**src/rtl/dbg_trace_buffer_if.sv**
```systemverilog
// Capture/readout bundle for dbg_trace_buffer.
// The master side arms, feeds samples and requests reads. The slave side is the buffer.
interface dbg_trace_buffer_if #(
  parameter int DATA_W = 32,
  parameter int CH     = 3,
  parameter int DEPTH  = 16
);
  localparam int CW = $clog2(DEPTH) + 1;

  logic                 arm;
  logic [1:0]           trig_mode;
  logic [DATA_W-1:0]    trig_val;
  logic [DATA_W-1:0]    trig_mask;
  logic                 trig_ext;
  logic [CW-1:0]        post_cnt;
  logic                 smp_valid;
  logic [CH*DATA_W-1:0] smp_data;
  logic                 rd_req;
  logic                 rd_valid;
  logic [CH*DATA_W-1:0] rd_data;
  logic                 rd_last;
  logic [1:0]           state;
  logic [CW-1:0]        fill_cnt;
  logic                 wrapped;

  modport master (
    output arm, trig_mode, trig_val, trig_mask, trig_ext, post_cnt,
           smp_valid, smp_data, rd_req,
    input  rd_valid, rd_data, rd_last, state, fill_cnt, wrapped
  );

  modport slave (
    input  arm, trig_mode, trig_val, trig_mask, trig_ext, post_cnt,
           smp_valid, smp_data, rd_req,
    output rd_valid, rd_data, rd_last, state, fill_cnt, wrapped
  );
endinterface

```
**src/rtl/dbg_trace_buffer.sv**
```systemverilog
// Circular trace buffer. It captures pre-trigger history and post-trigger samples,
// then plays the capture back oldest-first through a request/valid port.
module dbg_trace_buffer #(
  parameter int DATA_W = 32,
  parameter int CH     = 3,
  parameter int DEPTH  = 16
) (
  input logic               clk,
  input logic               rst,
  dbg_trace_buffer_if.slave bus
);
  localparam int AW = $clog2(DEPTH);
  localparam int CW = AW + 1;
  localparam int SW = CH * DATA_W;
  localparam logic [CW-1:0] DEPTH_C = CW'(DEPTH);
  localparam logic [CW-1:0] ONE_C   = CW'(1);

  typedef enum logic [1:0] {
    IDLE = 2'b00,
    PRE  = 2'b01,
    POST = 2'b10,
    DONE = 2'b11
  } state_t;

  state_t            state_q, state_d;
  logic [SW-1:0]     mem [DEPTH];
  logic [AW-1:0]     wr_ptr, wr_ptr_d, rd_ptr;
  logic [CW-1:0]     fill_cnt, fill_d, post_lat, post_left, rd_left;
  logic              wrapped, rd_valid, rd_last;
  logic [SW-1:0]     rd_data;
  logic [DATA_W-1:0] ch0;
  logic              trig_hit, arm_ok, wr_en, fire, rd_go;

  // A post count of 0 still stores the trigger sample; more than DEPTH cannot be held.
  function automatic logic [CW-1:0] clip_post(input logic [CW-1:0] n);
    if (n == '0)
      return ONE_C;
    if (n > DEPTH_C)
      return DEPTH_C;
    return n;
  endfunction

  assign ch0 = bus.smp_data[DATA_W-1:0];

  always_comb begin
    trig_hit = 1'b0;
    case (bus.trig_mode)
      2'b00:   trig_hit = 1'b1;
      2'b01:   trig_hit = (ch0 == bus.trig_val);
      2'b10:   trig_hit = ((ch0 & bus.trig_mask) == (bus.trig_val & bus.trig_mask));
      default: trig_hit = bus.trig_ext;
    endcase
  end

  assign arm_ok   = bus.arm && (state_q == IDLE || state_q == DONE);
  assign wr_en    = bus.smp_valid && (state_q == PRE || state_q == POST);
  assign fire     = bus.smp_valid && (state_q == PRE) && trig_hit;
  assign rd_go    = (state_q == DONE) && !bus.arm && bus.rd_req && (rd_left != '0);
  assign wr_ptr_d = wr_ptr + AW'(1);
  assign fill_d   = (fill_cnt == DEPTH_C) ? DEPTH_C : fill_cnt + ONE_C;

  always_comb begin
    state_d = state_q;
    case (state_q)
      IDLE: if (bus.arm) state_d = PRE;
      PRE:  if (fire) state_d = (post_lat == ONE_C) ? DONE : POST;
      POST: if (bus.smp_valid && post_left == ONE_C) state_d = DONE;
      DONE: begin
        if (bus.arm)
          state_d = PRE;
        else if (rd_last)
          state_d = IDLE;
      end
      default: state_d = IDLE;
    endcase
  end

  always_ff @(posedge clk or posedge rst) begin
    if (rst)
      state_q <= IDLE;
    else
      state_q <= state_d;
  end

  always_ff @(posedge clk) begin
    if (wr_en)
      mem[wr_ptr] <= bus.smp_data;
  end

  always_ff @(posedge clk or posedge rst) begin
    if (rst) begin
      wr_ptr    <= '0;
      fill_cnt  <= '0;
      post_lat  <= '0;
      post_left <= '0;
      rd_ptr    <= '0;
      rd_left   <= '0;
      rd_valid  <= 1'b0;
      rd_last   <= 1'b0;
      rd_data   <= '0;
      wrapped   <= 1'b0;
    end else begin
      rd_valid <= rd_go;
      rd_last  <= rd_go && (rd_left == ONE_C);
      if (arm_ok) begin
        wr_ptr   <= '0;
        fill_cnt <= '0;
        wrapped  <= 1'b0;
        rd_left  <= '0;
        post_lat <= clip_post(bus.post_cnt);
      end else if (wr_en) begin
        wr_ptr   <= wr_ptr_d;
        fill_cnt <= fill_d;
        if (fill_cnt == DEPTH_C)
          wrapped <= 1'b1;
        if (fire)
          post_left <= post_lat - ONE_C;
        else if (state_q == POST)
          post_left <= post_left - ONE_C;
        // On the closing write, the readout window starts fill entries behind the new write pointer.
        if (state_d == DONE) begin
          rd_ptr  <= wr_ptr_d - fill_d[AW-1:0];
          rd_left <= fill_d;
        end
      end
      if (rd_go) begin
        rd_data <= mem[rd_ptr];
        rd_ptr  <= rd_ptr + AW'(1);
        rd_left <= rd_left - ONE_C;
      end
    end
  end

  assign bus.state    = state_q;
  assign bus.fill_cnt = fill_cnt;
  assign bus.wrapped  = wrapped;
  assign bus.rd_valid = rd_valid;
  assign bus.rd_data  = rd_data;
  assign bus.rd_last  = rd_last;
endmodule
```
**src/flat_wrapper.sv**
```systemverilog
// flat-port wrapper written by rule: the top's interface ports become plain ports
module dbg_trace_buffer_flat 
#(
  parameter int DATA_W = 32,
  parameter int CH     = 3,
  parameter int DEPTH  = 16
)
  (clk, rst, bus_arm, bus_trig_mode, bus_trig_val, bus_trig_mask, bus_trig_ext, bus_post_cnt, bus_smp_valid, bus_smp_data, bus_rd_req, bus_rd_valid, bus_rd_data, bus_rd_last, bus_state, bus_fill_cnt, bus_wrapped);
  dbg_trace_buffer_if #(.DATA_W(DATA_W), .CH(CH), .DEPTH(DEPTH)) bus_i ();
  input logic clk;
  input logic rst;
  input wire logic [$bits(bus_i.arm)-1:0] bus_arm;
  input wire logic [$bits(bus_i.trig_mode)-1:0] bus_trig_mode;
  input wire logic [$bits(bus_i.trig_val)-1:0] bus_trig_val;
  input wire logic [$bits(bus_i.trig_mask)-1:0] bus_trig_mask;
  input wire logic [$bits(bus_i.trig_ext)-1:0] bus_trig_ext;
  input wire logic [$bits(bus_i.post_cnt)-1:0] bus_post_cnt;
  input wire logic [$bits(bus_i.smp_valid)-1:0] bus_smp_valid;
  input wire logic [$bits(bus_i.smp_data)-1:0] bus_smp_data;
  input wire logic [$bits(bus_i.rd_req)-1:0] bus_rd_req;
  output wire logic [$bits(bus_i.rd_valid)-1:0] bus_rd_valid;
  output wire logic [$bits(bus_i.rd_data)-1:0] bus_rd_data;
  output wire logic [$bits(bus_i.rd_last)-1:0] bus_rd_last;
  output wire logic [$bits(bus_i.state)-1:0] bus_state;
  output wire logic [$bits(bus_i.fill_cnt)-1:0] bus_fill_cnt;
  output wire logic [$bits(bus_i.wrapped)-1:0] bus_wrapped;
  assign bus_i.arm = bus_arm;
  assign bus_i.trig_mode = bus_trig_mode;
  assign bus_i.trig_val = bus_trig_val;
  assign bus_i.trig_mask = bus_trig_mask;
  assign bus_i.trig_ext = bus_trig_ext;
  assign bus_i.post_cnt = bus_post_cnt;
  assign bus_i.smp_valid = bus_smp_valid;
  assign bus_i.smp_data = bus_smp_data;
  assign bus_i.rd_req = bus_rd_req;
  assign bus_rd_valid = bus_i.rd_valid;
  assign bus_rd_data = bus_i.rd_data;
  assign bus_rd_last = bus_i.rd_last;
  assign bus_state = bus_i.state;
  assign bus_fill_cnt = bus_i.fill_cnt;
  assign bus_wrapped = bus_i.wrapped;
  dbg_trace_buffer #(.DATA_W(DATA_W), .CH(CH), .DEPTH(DEPTH)) u_core (.clk(clk), .rst(rst), .bus(bus_i));
endmodule
```
**config.mk**
```make
export PLATFORM = sky130hd
export DESIGN_NAME = dbg_trace_buffer_flat
export DESIGN_NICKNAME = d
export VERILOG_FILES = /design/src/rtl/dbg_trace_buffer_if.sv /design/src/rtl/dbg_trace_buffer.sv /design/src/flat_wrapper.sv
export SDC_FILE = /design/constraint.sdc
export NUM_CORES = 2
export LEC_CHECK = 0
export CAP_MARGIN = 20
export CORE_MARGIN = 4
export CORE_UTILIZATION = 40
export DETAILED_ROUTE_END_ITERATION = 6
export DONT_BUFFER_PORTS = 1
export PLACE_DENSITY_LB_ADDON = 0.05
export REMOVE_ABC_BUFFERS = 1
export SLEW_MARGIN = 10
export SYNTH_ARGS = -nofsm -noshare
export SYNTH_HDL_FRONTEND = slang
export SYNTH_SLANG_ARGS = --single-unit
```
**constraint.sdc**
```tcl
create_clock -name clk -period 8.2 [get_ports clk]
set_clock_uncertainty 0.2 [all_clocks]
set_input_delay 0.82 -clock clk [delete_from_list [all_inputs] [get_ports clk]]
set_output_delay 0.82 -clock clk [all_outputs]
set_load 0.005 [all_outputs]
```
==> impl_metrics.ini <==
[worst_setup_path]
cp_slowest_stage_delay_ns = 0.82
worstSetupEndpointType = register
critPathSlowestCell = buf_4
crit_end = u_core.mem[0][54]
cp_data_required_time_ns = 8.40
reg2reg_slack_ns = 4.05
reg2reg_to = u_core.mem[0][54]
reg2reg_from = u_core.bus.state[0]
rr_worst_depth = 7
cp_cell_sequence = inv_1, ha_1, and2_1, nand2_1, nor3_2, buf_4, buf_4
critical_path.startpoint = u_core.bus.state[0]
worstPathArrival_ns = 4.35
crit_type = reg -> reg
crit_buf_inv = 3
cp.depth = 7
cp_top_family = buffers and inverters
cp-start-kind = register
crit_fanout = 41
cpMostUsedCell = buf_4

[cells_and_area]
areaGrowthSynthToFinish_pct = 14.8
final_layout_size_suffix_gt1_share_pct = 25.0
finalNetCount = 3262
utilization_pct = 46.2

[sta]
period_share_pct = 50.6
rsz0062_at_grt = false
worst_pin_slew_ns = 1.11
fin_hold_ws_ns = 0.0872
setup_viol = 0
setup_ws_ns = 4.05
layout_min_cycle_time_ns = 4.15
max_slew_margin_pct = 25.9
max_freq_mhz = 241
final.setup.tns_ns = 0
hold_viol = 0
slew_violations = 0

[synth]
post-synth-top-count-cell = edfxtp_1
synth_area_um2 = 63700
avgSynthCellArea_um2 = 22.2
synth_cells = 2875
ys_seq_area_share_pct = 77.5
synth.area.top_cells = edfxtp_1 72%, mux4_2 17%, dfrtp_1 5.1%
synth_top_cells_by_count = 1,536 x edfxtp_1, 480 x mux4_2, 322 x nand2_1
ys_types = 51
synth_ff_type = edfxtp_1
ys_ff_latch = 1665
synth_top_area_share_pct = 72.4
ys_async_sr_fraction_pct = 7.75
synth_edf_count = 1536
yosys_warnings = 0
synth_top_cell_by_area = edfxtp_1

[global_routing]
gr-usage-met3_pct = 4.49
grt_pass1_vias = 31700
grt-ovfl-total = 0
grt_most_used_layer = met2
grt_first_pass_wirelength_um = 238000
antenna_found_initial = 27
grt_util_all_layers_pct = 20.1
gr-usage-met2_pct = 32.0
grt_max_degree = 146
grt_util_met1_pct = 28.4

[clock_tree]
htreeDepth = 4
clkSinkCount = 1665
cts_tree = yes
root_buffer = clkbuf_16
path_clk_slew_ns = 0.06
numCtsBuffers = 177
cts.repair.resized = 0
clock_latency_ns = 0.80
cts_max_path_buffers = 3
post_cts_buffers = 0

[pwr]
net-switching-power_uw = 5740
leakage_uw = 0.0232
power_density_nw_per_um2 = 300
vdd_drop_max_uv = 210
swShare_pct = 26.1
seqPwrFrac_pct = 46.2
pwr-share-comb_pct = 18.7
p_clk_share_pct = 35.1
p_int_uw = 16200

[floorplanning]
die_y_um = 407
initial_core_util_pct = 40.2
core_area_um2 = 158000
die_w_um = 407
num_rows = 146
io_pins = 279
die_area_um2 = 166000

[route]
wl_per_cell_um = 31.5
avgViaCountPerCell = 5.64
postRouteAntennaNets = 0
dr.pass1.iters = 5
drt_iter0_markers = 2658
drt-total-wl_um = 167000
drc = 0
vias = 29900

[placement]
place.gp.congestion = 0.756
dp_hpwl_um = 81000
port_buffers = 0
post-place-ws_ns = 4.03

[flow_run]
cap_violations = 0

[status]
outcome = finished clean

[hold_path]
hold_path.class = in -> reg
==> state kept, by name (all words and copies together), names as in the netlist <==
register / flops
u_core.bus.fill_cnt: 5
u_core.bus.rd_valid: 1
u_core.bus.rd_last: 1
u_core.wr_ptr: 4
u_core.rd_left: 5
u_core.mem: 1536
u_core.post_lat: 5
u_core.rd_ptr: 4
u_core.bus.rd_data: 96
u_core.bus.state: 2
u_core.post_left: 5
u_core.bus.wrapped: 1
==> timing repair <==
item,CTS,global route
hold buffers,102,0
hold endpoints to repair,1597,0
setup endpoints to repair,0,0
==> placed cells by master, fill, tap and decap left out, drive strengths merged, types with 29 or more instances in the layout <==
master	instances
dfrtp	129
edfxtp	1536
mux4	480
xor2	40
clkinv	68
clkbuf	240
nand2	322
nor2	33
inv	29
buf	49
dlygate4sd3	102
==> cell type report <==
type,instances,area [um2]
antenna,9,22.5
clock buffer,240,4880
clock inverter,85,707
fill,13100,85200
inverter,24,100
multi-input combinational,1049,13900
sequential,1665,49400
tap,2072,2590
timing repair buffer,151,1590
==> through the flow <==
step | power, uW | cell area [um2] | instances
2_1_floorplan | 14900 | 63200 | 2738
3_3_place_gp | 14400 | 66500 | 4859
3_5_place_dp | 14400 | 66500 | 4859
4_1_cts | 22300 | 73100 | 5286
5_1_grt | 22900 | 73100 | 5288
6_report | 22000 | 73100 | 5295
==> worst min path at each step <==
| stage | startpoint | to | depth (start not counted) |
|---|---|---|---|
| after floorplan | u_core.bus.rd_data[0] | u_core.bus.rd_data[0] | 2 |
| final | bus_post_cnt[4] | u_core.post_lat[1] | 2 |
| after global placement | u_core.bus.rd_data[20] | u_core.bus.rd_data[20] | 2 |
| after CTS | bus_post_cnt[4] | u_core.post_lat[1] | 2 |
| after detailed placement | u_core.bus.rd_data[15] | u_core.bus.rd_data[15] | 2 |
| after global routing | bus_post_cnt[4] | u_core.post_lat[1] | 2 |
==> layer usage <==
layer / vias to the layer above / part of all wire, %
met1: 16500 / 44
li1: 12300 / -
met5: - / 0.035
met4: 8 / 2.0
met2: 868 / 48
met3: 221 / 6.0
==> worst register-to-register path, stage by stage (launching register included) <==
cell and delay, ns:
dfrtp_1 0.54, inv_1 0.12, ha_1 0.34, and2_1 0.48, nand2_1 0.34, nor3_2 0.23
buf_4 0.57, buf_4 0.86
==> power by group through the flow <==
stage	Clock, uW	Combinational [uW]	Sequential, uW
after floorplan	0	4140	10700
after global routing	8290	4440	10200
after global placement	0	4060	10300
after detailed placement	0	4070	10400
final	7700	4110	10200
after CTS	7920	4230	10200
==> logic make-up after synthesis <==
logic type               after synthesis  share of synthesized area (%)
flip-flops                          1665                           77.5
XOR/XNOR                              43                          0.591
adder cells (fa/ha/maj)               21                          0.424
multiplexers                         480                           17.0
AND/OR/NAND/NOR                      423                           2.74
AO/OA/AOI/OAI                         82                          0.874
buffers and inverters                161                          0.952
No activity file was read; power rests on OpenSTA's default activity.
